**src/rtl/dmem_sram_bridge_pkg.sv**
```systemverilog
// Shared definitions for the pipeline-to-SRAM-bus bridges (data side and instruction side).
// Holds the FSM state encoding, the bus size codes and a small strobe helper.
package dmem_sram_bridge_pkg;

   typedef enum logic [1:0] {
      ST_IDLE = 2'd0,
      ST_REQ  = 2'd1,
      ST_DATA = 2'd2,
      ST_DONE = 2'd3
   } bridge_state_e;

   localparam logic [1:0] SZ_B = 2'd0;
   localparam logic [1:0] SZ_H = 2'd1;
   localparam logic [1:0] SZ_W = 2'd2;

   // Any active byte strobe marks the access as a store.
   function automatic logic is_write(input logic [3:0] wen);
      return |wen;
   endfunction

endpackage

```
**src/rtl/dmem_sram_bridge.sv**
```systemverilog
// M-stage data bridge: turns one load/store into a req/addr_ok/data_ok bus transaction,
// stalls the pipeline until it completes and holds the load result while the pipe is frozen.
module dmem_sram_bridge
   import dmem_sram_bridge_pkg::*;
#(
   parameter int TIMEOUT_W   = 8,
   parameter int TIMEOUT_MAX = 255
) (
   input  logic                 clk,
   input  logic                 rst,
   input  logic                 mem_en,
   input  logic [3:0]           mem_wen,
   input  logic [1:0]           mem_size,
   input  logic [31:0]          mem_addr,
   input  logic [31:0]          mem_wdata,
   input  logic                 pipe_hold,
   output logic [31:0]          mem_rdata,
   output logic                 mem_stall,
   output logic                 bus_err,
   output logic                 data_req,
   output logic                 data_wr,
   output logic [1:0]           data_size,
   output logic [31:0]          data_addr,
   output logic [3:0]           data_wstrb,
   output logic [31:0]          data_wdata,
   input  logic                 data_addr_ok,
   input  logic                 data_data_ok,
   input  logic [31:0]          data_rdata,
   output logic [1:0]           dbg_state,
   output logic [TIMEOUT_W-1:0] dbg_wdog
);

   // Bus handshake: a request is offered while data_req = 1 and is taken on the
   // cycle data_addr_ok = 1; the response is the single cycle data_data_ok = 1,
   // always strictly after the accepting cycle.

   localparam logic [TIMEOUT_W-1:0] WDOG_MAX = TIMEOUT_W'(TIMEOUT_MAX);

   bridge_state_e        state_q, state_d;
   logic [31:0]          addr_q, addr_d;
   logic [3:0]           wen_q, wen_d;
   logic [1:0]           size_q, size_d;
   logic [31:0]          wdata_q, wdata_d;
   logic                 wr_q, wr_d;
   logic [31:0]          rdata_q, rdata_d;
   logic [TIMEOUT_W-1:0] wdog_q, wdog_d;
   logic                 bus_err_q, bus_err_d;

   always_comb begin
      state_d   = state_q;
      addr_d    = addr_q;
      wen_d     = wen_q;
      size_d    = size_q;
      wdata_d   = wdata_q;
      wr_d      = wr_q;
      rdata_d   = rdata_q;
      wdog_d    = wdog_q;
      bus_err_d = bus_err_q;
      data_req  = 1'b0;
      mem_stall = 1'b0;

      case (state_q)
         ST_IDLE: begin
            // Gated by reset so every output reads 0 while reset is held.
            mem_stall = mem_en & rst;
            if (mem_en) begin
               addr_d  = mem_addr;
               wen_d   = mem_wen;
               size_d  = mem_size;
               wdata_d = mem_wdata;
               wr_d    = is_write(mem_wen);
               state_d = ST_REQ;
            end
         end
         ST_REQ: begin
            data_req  = 1'b1;
            mem_stall = 1'b1;
            if (data_addr_ok) state_d = ST_DATA;
         end
         ST_DATA: begin
            mem_stall = 1'b1;
            if (data_data_ok) begin
               if (!wr_q) rdata_d = data_rdata;
               state_d = ST_DONE;
            end
         end
         ST_DONE: begin
            if (!pipe_hold) state_d = ST_IDLE;
         end
         default: state_d = ST_IDLE;
      endcase

      // Watchdog counts bus wait cycles, saturating; the error flag is sticky.
      if (state_d == ST_DONE && state_q != ST_DONE) begin
         wdog_d = '0;
      end else if ((state_q == ST_REQ || state_q == ST_DATA) && wdog_q != WDOG_MAX) begin
         wdog_d = wdog_q + 1'b1;
      end
      if (wdog_d == WDOG_MAX) bus_err_d = 1'b1;
   end

   always_ff @(posedge clk or negedge rst) begin
      if (!rst) begin
         state_q   <= ST_IDLE;
         addr_q    <= '0;
         wen_q     <= '0;
         size_q    <= '0;
         wdata_q   <= '0;
         wr_q      <= 1'b0;
         rdata_q   <= '0;
         wdog_q    <= '0;
         bus_err_q <= 1'b0;
      end else begin
         state_q   <= state_d;
         addr_q    <= addr_d;
         wen_q     <= wen_d;
         size_q    <= size_d;
         wdata_q   <= wdata_d;
         wr_q      <= wr_d;
         rdata_q   <= rdata_d;
         wdog_q    <= wdog_d;
         bus_err_q <= bus_err_d;
      end
   end

   assign mem_rdata  = rdata_q;
   assign bus_err    = bus_err_q;
   assign data_wr    = wr_q;
   assign data_size  = size_q;
   assign data_addr  = addr_q;
   assign data_wstrb = wen_q;
   assign data_wdata = wdata_q;
   assign dbg_state  = state_q;
   assign dbg_wdog   = wdog_q;

endmodule

```
**config.mk**
```make
export PLATFORM = sky130hd
export DESIGN_NAME = dmem_sram_bridge
export DESIGN_NICKNAME = d
export VERILOG_FILES = /design/src/rtl/dmem_sram_bridge_pkg.sv /design/src/rtl/dmem_sram_bridge.sv
export SDC_FILE = /design/constraint.sdc
export NUM_CORES = 1
export LEC_CHECK = 0
export ABC_AREA = 1
export CORE_MARGIN = 2
export CORE_UTILIZATION = 41
export CTS_CLUSTER_SIZE = 40
export DETAILED_ROUTE_END_ITERATION = 6
export PLACE_DENSITY = 0.85
export SYNTH_ARGS = -nofsm -noshare
export SYNTH_HDL_FRONTEND = slang
export SYNTH_SLANG_ARGS = --single-unit
```
**constraint.sdc**
```tcl
create_clock -name clk -period 1.8 [get_ports clk]
set_input_delay 0.18 -clock clk [delete_from_list [all_inputs] [get_ports clk]]
set_output_delay 0.18 -clock clk [all_outputs]
set_load 0.01 [all_outputs]
```
After elaboration in Yosys (flattened, before gate mapping):

Index checks and enable logic that the tools add are counted.

* output and inout bits: 116
* flip-flop bits (word level): 114
* bits in latches: 0
* bits in writable memories: 0
* memories: 0
* logic and storage cells: 36
* memory bits (read-only): 0
* input bits: 108

* equality and inequality tests: 7
* reductions and logical operators: 8
* $lt $le $gt $ge: 0
* multiply operators: 0
* bitwise logic cells: 2
* shift operators: 0
* multiplexer cells: 9
* div/mod/pow operators: 0
* $add $sub $neg: 1

Operators with widths (count)
* $mux 8: 2
* $add 8x1->8 const B: 1
* $eq 8x8->1 const B: 1
* $mux 2: 4
* $ne 8x8->1 const B: 1
* $pmux 2 s4: 1
* $eq 2x2->1 const B: 3
* $reduce_or 4->1: 1
* $reduce_and 3->1: 1
* $eq 2x1->1 const B: 1
* $logic_and 1x1->1: 2
* $logic_not 2->1: 1
* $ne 2x2->1 const B: 1
* $pmux 1 s2: 1
* $reduce_and 2->1: 1
* $reduce_or 2->1: 1
* $and 1x1->1: 1
* $logic_or 1x1->1: 1
* $mux 1: 1
* $not 1->1: 1

Depth between registers and ports, before layout:

Gate-level depths: netlist (run 1).

* word-level depth: 6
* gate-level depth with buffers: 13
* depth with buffers taken out: 12

Worst setup path before layout (run 1):

Ideal clock, no wire load.

* kind: reg2reg
* from: register state_q[1] (netlist: dbg_state[1])
* to: register bus_err_q (netlist: bus_err)
* path buffers: 1
* clock period less this slack: 1.708 ns
* setup slack: 0.092 ns
* stages on the path, launching flop included: 13
* arrival: 1.591 ns
* data required time: 1.684 ns
* setup time: 0.116 ns
* cells stage by stage: dfrtp_1 -> inv_1 -> ha_1 -> buf_6 -> nand2_1 -> nor2_1 -> nand2_1 -> o21ai_0 -> nand2_1 -> nand3_1 -> nor2_1 -> nand2_1 -> nand2_1

* cells in the longest elaborated chain, start to end: 6
* elaborated cells on any way between the ends: 17
* those cells by class: 6 x eq/ne; 7 x mux; 4 x reduce/logical

RTL lines
* start, declared: RTL line dmem_sram_bridge.sv:39 `bridge_state_e state_q, state_d;`
* start signal, assigned: RTL line dmem_sram_bridge.sv:114 `state_q <= state_d;`
* $eq 2x2->1 (tied with other cells): RTL line dmem_sram_bridge.sv:62 `case (state_q)`
* $pmux 2 s4 or $logic_or 1x1->1 (tied branches): RTL line dmem_sram_bridge.sv:62, dmem_sram_bridge.sv:96
* $eq 2x2->1 or $logic_and 1x1->1 (tied branches): RTL line dmem_sram_bridge.sv:94, dmem_sram_bridge.sv:96
* $logic_and 1x1->1 or $mux 8 (tied branches): RTL line dmem_sram_bridge.sv:94, dmem_sram_bridge.sv:96
* $mux 8 *: RTL line dmem_sram_bridge.sv:94 `if (state_d == ST_DONE && state_q != ST_DONE) begin`
* $eq 8x8->1 *: RTL line dmem_sram_bridge.sv:99 `if (wdog_d == WDOG_MAX) bus_err_d = 1'b1;`
* end signal, assigned: RTL line dmem_sram_bridge.sv:122 `bus_err_q <= bus_err_d;`
* end, declared: RTL line dmem_sram_bridge.sv:47 `logic bus_err_q, bus_err_d;`

Every way passes the cells marked *; elsewhere a longest branch is shown, timed or not.
A chain may end at the register's enable or synchronous reset.

Worst setup path in the final report (run 1):

* from: register state_q[1] (netlist: dbg_state[1])
* to: register bus_err_q (netlist: bus_err)

* cells in the longest elaborated chain, start to end: 6
* elaborated cells on any way between the ends: 17
* those cells by class: 6 x eq/ne; 7 x mux; 4 x reduce/logical

RTL lines (RTL line)
* $eq 2x2->1 (tied with other cells): dmem_sram_bridge.sv:62
* $pmux 2 s4 *: dmem_sram_bridge.sv:62
* named net state_d[1]: dmem_sram_bridge.sv:39
* $eq 2x2->1 *: dmem_sram_bridge.sv:94
* $logic_and 1x1->1 *: dmem_sram_bridge.sv:94
* $mux 8 *: dmem_sram_bridge.sv:94
* $eq 8x8->1 *: dmem_sram_bridge.sv:99

The timed path passes the listed nets; every way through them passes the cells marked *.

==> flow_metrics.py, run 1 <==
metrics = {
    "layout": {
        "layout.cells.most_common": "nand2_1",
        "final_cell_mix": "253 x nand2_1, 220 x clkdlybuf4s50_1, 114 x dfrtp_1",
        "post_route_cells_drive_above_1_share_pct": 11.7,
        "nFillCells": 872,
        "nets": 855,
        "area_growth_pct": 64.1,
        "design_area_mm2": 0.00779,
        "instances_no_fill": 897,
    },
    "clock_network": {
        "cts_tree": "yes",
        "clock_tree.root_cell": "clkbuf_16",
        "clock_sinks": 114,
        "path_clk_slew_ns": 0.05,
        "htree_levels": 4,
        "numCtsBuffers": 17,
        "clockBufferDepth": 2,
        "clk_latency_ns": 0.40,
    },
    "yosys": {
        "ys_seq_area_share_pct": 60.1,
        "syn_nets": 622,
        "avgSynthCellArea_um2": 9.36,
        "yosys.area_share.xor_xnor_pct": 0.185,
        "synthesis.area_mm2": 0.00475,
        "netlist_instances": 507,
        "synth_top_family_by_area": "simple AND/OR/NAND/NOR gates",
        "ys_types": 24,
        "synth_fa_ha_area_share_pct": 1.85,
        "synth_compound_area_share_pct": 1.11,
        "ys_seq_elements": 114,
        "ys_warn_count": 0,
        "muxShareOfSynthArea_pct": 7.59,
        "synthSimpleGateAreaFrac_pct": 25.1,
    },
    "timing": {
        "maxSlewViolCount": 0,
        "fin_crit_sh_pct": 96.6,
        "setup_viol": 0,
        "max_freq_mhz": 575,
        "holdWs_ns": 0.314,
        "worst_slew_pin_slew_ns": 0.736,
        "finalHoldViolations": 0,
        "layout_min_cycle_time_ns": 1.74,
        "skew_ns": 0.00698,
        "relSlewSlack_pct": 50.9,
        "tns_ns": 0,
        "rsz0062_at_grt": "false",
    },
    "floorplanning": {
        "core_area_mm2": 0.0114,
        "die_area_mm2": 0.0125,
        "chipHeight_um": 112,
        "die_w_um": 112,
        "rows": 39,
        "start_util_pct": 41.7,
        "ios": 224,
    },
    "setup_path": {
        "cp-start-kind": "flip-flop",
        "r2r-start": "dbg_state[1]",
        "startpoint": "dbg_state[1]",
        "cp.arrival_ns": 2.02,
        "r2r-end": "bus_err",
        "crit_path_end": "bus_err",
        "path_max_fanout": 7,
        "critPathKind": "flip-flop to flip-flop",
        "r2r_slack_ns": 0.06,
        "crit_required_ns": 2.08,
        "endpoint_kind": "flip-flop",
        "rr_worst_depth": 11,
    },
    "route": {
        "ant_nets": 0,
        "wire_per_inst_um": 15.1,
        "wl_um": 13600,
        "via_per_inst": 4.73,
        "drc": 0,
        "dr_total_vias": 4245,
        "drt-initial-drc-count": 219,
        "drtPass1Iterations": 4,
    },
    "min_path": {
        "hold_class": "primary input to flip-flop",
    },
    "placed_design": {
        "portBuffers": 223,
        "placed_cell_area_mm2": 0.00717,
        "placed_cells": 863,
        "place_congestion": 0.836,
        "hpwl_um": 9660,
    },
    "grt": {
        "antenna_found_initial": 1,
        "grt_pass1_vias": 4651,
        "grt_max_degree": 115,
        "track_usage_pct": 22.6,
        "grt_pass1_wl_um": 22400,
        "overflow": 0,
    },
    "power_and_ir_drop": {
        "swShare_pct": 33.5,
        "p_seq_share_pct": 31.9,
        "combPwrFrac_pct": 43.9,
        "clkPwrFrac_pct": 24.2,
        "netSwitchingPower_uw": 4720,
        "ir_drop_mv": 1.44,
        "p_int_uw": 9350,
        "powerDensity_mw_per_mm2": 1810,
        "p_leak_uw": 0.00374,
    },
    "status": {
        "status": "completed",
    },
    "job": {
        "cap_viol_max_count": 0,
    },
}
[power groups by stage]
| stage | Combinational, µW | Clock, µW | Sequential, µW |
|---|---|---|---|
| floorplan | 2220 | 0 | 5000 |
| finish | 6180 | 3400 | 4490 |
| CTS | 6260 | 3470 | 4500 |
| global route | 6720 | 3590 | 4630 |
| global placement | 6020 | 0 | 4420 |
| detailed placement | 6210 | 0 | 4490 |
[flip-flops by register name (all words and copies together) (netlist names)]
signal      flops
data_addr      32
data_wdata     32
mem_rdata      32
dbg_wdog        8
data_wstrb      4
data_size       2
dbg_state       2
bus_err         1
data_wr         1
[metal layers]
metal / vias up / GRT usage (%) / routed length [µm]
met5: - / 0 / 0
met4: 0 / 9.47 / 368
met3: 31 / 7.84 / 919
met2: 158 / 39.8 / 7030
met1: 2019 / 24.9 / 5240
li1: 2037 / - / -
[cells in the mapped netlist]
cell,n,area (µm²)
nand2_1,254,953
inv_2,3,11.3
a21oi_1,4,20.0
buf_2,3,15.0
nor2_1,20,75.1
xor2_1,1,8.76
mux2_2,32,360
nor2_4,2,22.5
nor3_1,1,5.00
nand4_1,1,6.26
o41ai_1,1,8.76
nand2_4,1,11.3
nand3_1,14,70.1
inv_1,24,90.1
buf_6,2,22.5
clkbuf_1,14,52.6
nand2_8,1,20.0
o21ai_0,3,15.0
nand2_2,2,12.5
o21ai_2,1,8.76
dfrtp_1,114,2850
ha_1,7,87.6
nand3_2,1,10.0
nor2_2,1,6.26
[per-stage QoR]
step,utilization [%],power (µW),setup WS (ns)
CTS,68.5,14200,0.0124
detailed placement,63.1,10700,0.0914
finish,68.5,14100,0.0620
floorplan,-,7220,0.0924
global placement,63.1,10400,0.0933
global route,68.5,14900,0.000214
[what timing repair did]
action,CTS,global route
hold buffers,1,0
pin swaps,0,0
buffers inserted,0,0
gates resized for setup,5,3
hold endpoints to repair,114,0
endpoints found under the setup margin,2,4
[logic make-up (layout without fill, tap and decap cells)]
logic type                 count (synthesis)  count (layout)
muxes                                     32              32
DFF                                      114             114
xor gates and xnor gates                   1               1
AOI/OAI and AO/OA                          9               9
buffers and inverters                     46             292
other                                      0               1
and+or+nand+nor                          298             298
adders and majority gates                  7               7
[worst max-delay path: stages, from the launching register on]
cell and delay (ns):
dfrtp_1 0.37, buf_4 0.16, ha_1 0.23, nor2_1 0.07, nand2_1 0.08, nor2_1 0.04, nor2_1 0.19, nand3_2 0.19
nand3_1 0.12, nor2_1 0.05, nand2_1 0.06, nand2_1 0.04
[layout make-up]
type,instances,area [µm²],share of cell area (%)
Timing Repair Buffer,233,2340,30.0
Clock inverter,9,129,1.65
Clock buffer,23,478,6.14
Inverter,27,101,1.30
Multi-Input combinational cell,347,1710,21.9
Tap cell,143,179,2.30
Antenna cell,1,2.50,0.0321
Sequential cell,114,2850,36.6
[how the worst min path moves through the flow]
stage	cells after the start	slack [ns]	startpoint	to
finish	3	0.31	mem_addr[31]	data_addr[31]
global route	3	0.31	mem_addr[9]	data_addr[9]
CTS	3	0.29	mem_addr[28]	data_addr[28]
detailed placement	2	0.36	rst	bus_err
global placement	2	0.35	rst	dbg_wdog[5]
floorplan	0	-0.12	rst	bus_err
Note: power is estimated with default switching activity, not from simulation.
==> run 2, diff against run 1 <==
--- a/config.mk
+++ b/config.mk
@@ -8,2 +8,3 @@
 export ABC_AREA = 1
+export CORE_ASPECT_RATIO = 0.75
 export CORE_MARGIN = 2
--- a/constraint.sdc
+++ b/constraint.sdc
@@ -3,2 +3,2 @@
 set_output_delay 0.18 -clock clk [all_outputs]
-set_load 0.01 [all_outputs]
+set_load 0.1 [all_outputs]
==> run 2 against run 1 <==
Net effect:
- the flow now finishes with violations (setup timing)
- die area barely moved
- worst hold slack got worse by 0.0039 ns
- clock skew fell by 0.00059 ns
==> flow_metrics.py, run 2 (synthesis results as in run 1) <==
metrics = {
    "timing": {
        "relSlewSlack_pct": 56.7,
        "layout_setup_ws_ns": -0.0355,
        "setup_viol": 1,
        "worst_slew_pin_slew_ns": 0.650,
        "finalHoldViolations": 0,
        "layout_min_cycle_time_ns": 1.84,
        "rsz0062_at_grt": "true",
        "max_freq_mhz": 545,
        "maxSlewViolCount": 0,
        "skew_ns": 0.00639,
        "holdWs_ns": 0.310,
        "fin_crit_sh_pct": 102,
    },
    "floorplanning": {
        "ios": 224,
        "die_w_um": 128,
        "core_area_mm2": 0.0111,
        "chipHeight_um": 97.2,
        "die_area_mm2": 0.0125,
        "start_util_pct": 42.7,
        "rows": 33,
    },
    "setup_path": {
        "path_max_fanout": 3,
        "endpoint_kind": "output port",
        "r2r_slack_ns": 0.02,
        "cp.arrival_ns": 1.66,
        "crit_required_ns": 1.62,
        "cp-start-kind": "flip-flop",
        "critPathKind": "flip-flop to output port",
    },
    "clock_network": {
        "clk_latency_ns": 0.40,
        "clock_sinks": 114,
        "htree_levels": 4,
        "cts_tree": "yes",
        "clockBufferDepth": 2,
        "numCtsBuffers": 17,
        "clock_tree.root_cell": "clkbuf_16",
        "path_clk_slew_ns": 0.06,
    },
    "grt": {
        "antenna_found_initial": 0,
        "grt_pass1_wl_um": 21000,
        "track_usage_pct": 21.2,
        "grtUsageMet1_pct": 27.3,
        "grt_pass1_vias": 4381,
        "use_met3_pct": 6.44,
        "grt_max_degree": 115,
        "overflow": 0,
        "gr-usage-met2_pct": 34.0,
        "top_usage_layer": "met2",
    },
    "status": {
        "status": "finished, violations left",
        "violations": "setup timing",
    },
    "route": {
        "drtPass1Iterations": 5,
        "wl_um": 12900,
        "drc": 0,
        "drt-initial-drc-count": 259,
        "dr_total_vias": 4238,
        "via_per_inst": 4.71,
        "ant_nets": 0,
        "wire_per_inst_um": 14.4,
    },
    "layout": {
        "post_route_cells_drive_above_1_share_pct": 30.3,
        "regArea_mm2": 0.00287,
        "n_antenna_cell": 0,
        "instances_no_fill": 899,
        "multi_input_area_mm2": 0.00177,
        "area_growth_pct": 63.1,
        "nFillCells": 807,
        "nets": 861,
        "design_area_mm2": 0.00774,
        "layout.cells.most_common": "nand2_1",
        "final_cell_mix": "252 x nand2_1, 123 x buf_4, 106 x clkdlybuf4s50_1",
    },
    "placed_design": {
        "portBuffers": 223,
        "placed_cells": 858,
        "place_congestion": 0.864,
        "hpwl_um": 9280,
        "dp_slack_ns": 0.0407,
        "placed_cell_area_mm2": 0.00700,
    },
    "job": {
        "cap_viol_max_count": 0,
    },
    "min_path": {
        "hold_class": "primary input to flip-flop",
    },
}
[run 2: timing repair]
action                                  CTS  global route
resized for setup                         1             5
endpoints found under the hold margin   114             0
pin swaps                                 2             1
hold buffers                              1             0
endpoints found under the setup margin    1            22
setup buffers                             7             1
[run 2: stage by stage]
stage,setup TNS (ns),utilization [%]
floorplan,-0.329,-
global placement,0,63.0
detailed placement,0,63.0
CTS,-0.0327,69.5
global route,-0.222,69.7
finish,-0.0355,69.7
[run 2: critical path, stage by stage (launching register included)]
cell	delay (ns)
dfrtp_4	0.50
inv_4	0.08
ha_4	0.14
nand2_4	0.06
inv_4	0.07
nand2_4	0.05
a21oi_4	0.16
buf_12	0.19
[run 2: worst paths after layout]
kind | from | endpoint | cells after the start
setup / recovery | dbg_state[0] | mem_stall | 7
hold / removal | mem_wdata[0] | data_wdata[0] | 3
setup reg to reg | dbg_state[1] | bus_err | 12
hold reg to reg | data_wdata[5] | data_wdata[5] | 2
max in group asynchronous | rst | dbg_state[1] | 3
min in group asynchronous | rst | data_wdata[26] | 3
[run 2: per-layer routing]
metal | routed length [µm] | share of wire, %
met1 | 5630 | 44
met2 | 6030 | 47
met3 | 997 | 7.7
met4 | 248 | 1.9
met5 | 0 | 0
[run 2: area by class of cell]
class	instances	share of cell area [%]
Sequential cell	114	37.1
Timing Repair Buffer	239	28.0
Multi-Input combinational cell	347	22.8
Clock buffer	19	5.72
Clock inverter	13	2.68
Tap cell	140	2.26
Inverter	27	1.47
Power of run 2 is not shown: default switching activity piles up to over one toggle a cycle in this logic, so the estimate is an artifact.
